`src/rtl/rs_issue_scheduler.sv`:
```
// rs_issue_scheduler
// Allocation and issue scheduler for a bank of reservation stations that
// share one functional unit. Allocation picks the lowest free station for
// the instruction arriving from dispatch. Issue picks one ready station in
// round-robin order, presents it to the FU through a registered valid/index
// pair, and pulses that station's dispatched input when the FU accepts it.

module rs_issue_scheduler #(
   parameter int NUM_RS    = 4,
   parameter int TAG_WIDTH = 5,
   parameter int IDX_WIDTH = $clog2(NUM_RS)
) (
   input  logic                        clk,
   input  logic                        reset,
   input  logic                        alloc_request,
   input  logic [NUM_RS-1:0]           rs_busy,
   input  logic [NUM_RS-1:0]           rs_ready,
   input  logic [NUM_RS*TAG_WIDTH-1:0] rs_rob_tag,
   input  logic                        fu_ready,
   output logic [NUM_RS-1:0]           alloc_enable,
   output logic                        alloc_stall,
   output logic                        issue_valid,
   output logic [IDX_WIDTH-1:0]        issue_index,
   output logic [TAG_WIDTH-1:0]        issue_rob_tag,
   output logic [NUM_RS-1:0]           dispatch_ack
);

   // Issue FSM: IDLE has nothing in front of the FU, HOLD presents one op.
   localparam logic [0:0] IDLE = 1'b0;
   localparam logic [0:0] HOLD = 1'b1;

   localparam logic [IDX_WIDTH-1:0] LAST_IDX = IDX_WIDTH'(NUM_RS - 1);

   logic [0:0]           state_q, state_d;
   logic [IDX_WIDTH-1:0] issue_index_q, issue_index_d;
   logic [IDX_WIDTH-1:0] rr_ptr_q, rr_ptr_d;

   logic [NUM_RS-1:0]    freeMask;
   logic [NUM_RS-1:0]    allocOnehot;
   logic                 allocFound;
   logic [NUM_RS-1:0]    issueOnehot;
   logic [NUM_RS-1:0]    candMask;
   logic                 selectedBusy;
   logic                 accept;
   logic                 cancel;
   logic                 pickFound;
   logic [IDX_WIDTH-1:0] pickIdx;
   int                   scanPos;

   assign freeMask = ~rs_busy;

   // Lowest-index free station; a station's busy flag sets on the same edge
   // as its enable, so no extra masking of a just-allocated station is needed.
   always_comb begin
      allocOnehot = '0;
      allocFound  = 1'b0;
      for (int i = 0; i < NUM_RS; i++) begin
         if (!allocFound && freeMask[i]) begin
            allocOnehot[i] = 1'b1;
            allocFound     = 1'b1;
         end
      end
   end

   assign alloc_enable = alloc_request ? allocOnehot : '0;
   assign alloc_stall  = alloc_request && (freeMask == '0);

   assign issue_valid  = (state_q == HOLD);
   assign issue_index  = issue_index_q;
   assign issueOnehot  = NUM_RS'(1) << issue_index_q;
   assign selectedBusy = rs_busy[issue_index_q];

   // The FU only takes the op while the station still owns it; a station that
   // was flushed under us cancels the handshake instead of being acked.
   assign accept       = issue_valid && fu_ready && selectedBusy;
   assign cancel       = issue_valid && !selectedBusy;
   assign dispatch_ack = accept ? issueOnehot : '0;

   assign issue_rob_tag = rs_rob_tag[issue_index_q*TAG_WIDTH +: TAG_WIDTH];

   // The station already held by the FU is not a candidate for the next pick.
   assign candMask = rs_ready & ~(issue_valid ? issueOnehot : '0);

   // Round-robin pick: first candidate scanning from rr_ptr upward, wrapping.
   always_comb begin
      pickFound = 1'b0;
      pickIdx   = '0;
      scanPos   = 0;
      for (int k = 0; k < NUM_RS; k++) begin
         scanPos = int'(rr_ptr_q) + k;
         if (scanPos >= NUM_RS) begin
            scanPos = scanPos - NUM_RS;
         end
         if (!pickFound && candMask[scanPos[IDX_WIDTH-1:0]]) begin
            pickFound = 1'b1;
            pickIdx   = scanPos[IDX_WIDTH-1:0];
         end
      end
   end

   // Next-state logic: load in IDLE, hold steady in HOLD until accept or cancel.
   always_comb begin
      state_d       = state_q;
      issue_index_d = issue_index_q;
      rr_ptr_d      = rr_ptr_q;
      case (state_q)
         IDLE: begin
            if (pickFound) begin
               state_d       = HOLD;
               issue_index_d = pickIdx;
            end
         end
         HOLD: begin
            if (accept || cancel) begin
               if (accept) begin
                  rr_ptr_d = (issue_index_q == LAST_IDX) ? '0
                                                         : issue_index_q + IDX_WIDTH'(1);
               end
               if (pickFound) begin
                  state_d       = HOLD;
                  issue_index_d = pickIdx;
               end else begin
                  state_d = IDLE;
               end
            end
         end
         default: begin
            state_d = IDLE;
         end
      endcase
   end

   // State registers with synchronous active-low reset.
   always_ff @(posedge clk) begin
      if (!reset) begin
         state_q       <= IDLE;
         issue_index_q <= '0;
         rr_ptr_q      <= '0;
      end else begin
         state_q       <= state_d;
         issue_index_q <= issue_index_d;
         rr_ptr_q      <= rr_ptr_d;
      end
   end

endmodule

```
`config.mk`:
```
export PLATFORM = sky130hd
export DESIGN_NAME = rs_issue_scheduler
export DESIGN_NICKNAME = d
export VERILOG_FILES = /design/src/rtl/rs_issue_scheduler.sv
export SDC_FILE = /design/constraint.sdc
export NUM_CORES = 1
export LEC_CHECK = 0
export ABC_AREA = 1
export CORE_UTILIZATION = 40
export CTS_CLUSTER_DIAMETER = 120
export DETAILED_ROUTE_END_ITERATION = 12
export GPL_TIMING_DRIVEN = 0
export MAX_ROUTING_LAYER = met4
export PLACE_DENSITY = 0.84
export RECOVER_POWER = 100
export SLEW_MARGIN = 25
export SYNTH_ARGS = -nofsm -noshare
export SYNTH_HDL_FRONTEND = slang
export SYNTH_SLANG_ARGS = --single-unit
```
`constraint.sdc`:
```
create_clock -name clk -period 3.85 [get_ports clk]
set_clock_uncertainty 0.15 [all_clocks]
set_input_delay 0.77 -clock clk [delete_from_list [all_inputs] [get_ports clk]]
set_output_delay 0.77 -clock clk [all_outputs]
set_load 0.01 [all_outputs]
```
==> impl_results.md <==
- Die height: 47.1 µm
- Period Utilization, post-route: 0.940
- CTS tree: built
- Pin count of the biggest net entering global routing: 12
- Post-cts resize count: 0
- Number of search-and-repair iterations in the first detailed-routing pass: 4
- Cell count after synthesis: 139
- Worst VDD drop: 0.316 mV
- Wire length of the first global-routing pass: 3830 µm
- Number of buffers created by CTS: 3
- Fraction of final layout cells sized beyond drive strength 1: 0.120
- #FFs+latches synth: 5
- Final HPWL DP: 2100 µm
- Portion of total power attributed to sequential cells: 0.139
- Minimum setup slack among reg-to-reg paths: 1.19 ns
- Setup repair bufs after CTS: 0
- Data required time of the worst path: 2.93 ns
- Proportion of power drawn by the clock network: 0.099
- Via count of the first global-routing pass: 965
- Chip Width: 47.1 µm
- Max Buffers Root-to-Sink: 2
- Cell type with the highest aggregate area in the netlist: dfxtp_1
- Unrepaired setup endpoints after global routing: false
- # clock sinks: 5
- Hold-fix buffers, CTS: 0
- Kind of start point of the critical path: input port
- Share of total power in combinational logic: 0.761
- Distinct cell type count of the synthesized netlist: 23
- Number of antenna violations at the first check in global routing: 0
- Final-stage net count: 228
- Final Util: 0.739
- Clock edge transition at the registers on the reported setup and hold paths: 0.05 ns
- Total negative slack: 0 ns
- Setup violations, final: 0
- Final ANT Viol Nets: 0
- Number of hold violations in the final report: 0
- Depth of the worst register-to-register path: 12
- Area growth from synthesis to layout: 65.4%
- Worst setup path class: input port to output port
- Largest driver fanout on the critical path: 7
- Clk root buf: clkbuf_4
- Cells after DPL: 212
- Net Switching: 328 µW
- Maximum operating frequency: 0.276 GHz
- Mapped cell area: 813 µm²
- Vias post-DR: 1104
- Latest clock arrival within the worst-skew pair: 0.25 ns
- Number of diodes added for antenna fixing: 0
- Total grt overflow: 0
- Post-synthesis average cell area: 5.85 µm²
- Leakage dissipation: 0.000617 µW
- Routed vias/inst: 5.11
- CORE AREA: 1820 µm²
- Min-delay worst type: flop to flop
- Status: finished, final reports clean
- Slowest Stage Delay on Critical Path: 0.62 ns
- RD Place Congestion: 0.787
- Std-Cell Rows: 15
- Starting DRC count in detailed routing: 2
- Cell depth of the worst min-delay path: 2
- Number of synthesis warnings: 0
- Slew @ Worst Pin: 0.575 ns
- Synthesized Nets: 175
- Master of the slowest instance on the critical path: dlygate4sd3_1
- Number of pins exceeding their max-slew limit in the final report: 0
- Number of remaining DRC errors: 0
- Total power density per cell area: 475 nW/µm²
- Rel. slew slack: 0.613
- Crit path DAT: 2.70 ns
- Switching part of the total: 0.513
- GRT Total Usage: 0.246
- Die area: 2220 µm²
- Kind of end point of the critical path: output port
- Top Ports: 49
- Number of standard cells in the final layout excluding fillers: 216
- Pint: 311 µW
- Starting density of the core: 0.447
- Number of buffer cells added on primary ports: 48
- Htree depth: 1
- Per-cell routed wire length: 11.7 µm
- Wirelength, routed: 2530 µm
- Minimum clock period after layout: 3.62 ns
- Reported max-cap violation count: 0
- Synth area leaders: dfxtp_1 12%, nand2_1 11%, nor2_1 11%, nand3_1 10%, o21ai_0 6.8%
- Sequential cell area fraction in the yosys report: 0.123
- Critical path, cell by cell: clkdlybuf4s50_1 -> inv_1 -> a21oi_1 -> o21ai_0 -> a21boi_4 -> nand2_2 -> nor2_1 -> dlygate4sd3_1
- Post-synth top area share: 0.123
==> kinds of logic after synthesis <==
logic type,share of synthesized area
adders and majority gates,0.0615
buffers and inverters,0.100
DFF,0.123
AOI/OAI and AO/OA,0.195
and+or+nand+nor,0.520
==> final timing paths <==
path | start | end
max | rs_busy[0] | dispatch_ack[3]
max reg2reg | issue_index[0] | issue_index[0]
min | rr_ptr_q[1] | rr_ptr_q[1]
min reg2reg | rr_ptr_q[1] | rr_ptr_q[1]
==> worst max-delay path: cells and delay by family <==
| family | cells | cell delay (ns) |
|---|---|---|
| AO/OA/AOI/OAI | 3 | 0.51 |
| buffers and inverters | 3 | 1.18 |
| AND/OR/NAND/NOR | 2 | 0.23 |
==> power by group through the flow <==
stage                     clock network, µW  logic, µW  registers, µW
after global placement                    0        494           92.0
after floorplan                           0        331           90.8
after detailed placement                  0        510           91.8
after global routing                   69.7        541           92.1
after CTS                              64.4        511           90.7
final                                  63.4        486           89.0
==> registers in the layout (all words and copies together), names as in the netlist <==
name,cells
rr_ptr_q,2
issue_valid,1
issue_index,2
==> cell usage in the layout (no fill, tap or decap), types with 3 or more instances in the layout <==
master,n
a21oi_1,7
o22ai_1,5
nand2_2,8
nand3_1,17
nand2_1,24
dlygate4sd3_1,17
nand4_1,3
inv_1,12
ha_1,4
o21ai_0,12
dfxtp_1,5
nor3_1,3
nand3_2,3
nor2_1,24
clkbuf_4,3
clkdlybuf4s50_1,31
==> cells in the mapped netlist <==
cell	number
buf_6	1
clkbuf_1	1
dfxtp_1	5
nand3_2	3
nand4_4	1
o21ai_0	11
nand4_1	3
buf_4	1
a21oi_1	7
o21ai_1	2
inv_1	11
nor2_1	24
o21ai_2	1
a21boi_4	1
ha_1	4
nor3_1	3
inv_2	3
o22ai_1	5
nand2_4	2
nand3_1	17
nand2_1	24
inv_4	1
nand2_2	8
==> area by class of cell <==
type,instances,area [µm²]
multi-input cells,116,628
repair buffers,48,480
fillers,179,475
flip-flops and latches,5,100
inverters,15,58.8
well taps,25,31.3
clock buffers,3,22.5
plain buffers,3,18.8
clock inverters,1,5.00
==> metrics by stage <==
step	area (µm²)	hold WS, ns	setup slack, ns	power [µW]
after floorplan	813	0.424	1.37	422
after global placement	1330	0.490	0.329	586
after detailed placement	1330	0.491	0.281	602
after CTS	1350	0.501	0.283	666
after global routing	1350	0.519	0.114	703
final	1350	0.486	0.233	638
==> layer usage <==
layer	GRT usage	part of all wire
met5	-	0
met4	0.0514	0.0083
met3	0.0577	0.098
met1	0.271	0.42
met2	0.444	0.47
Note: power is estimated with default switching activity, not from simulation.
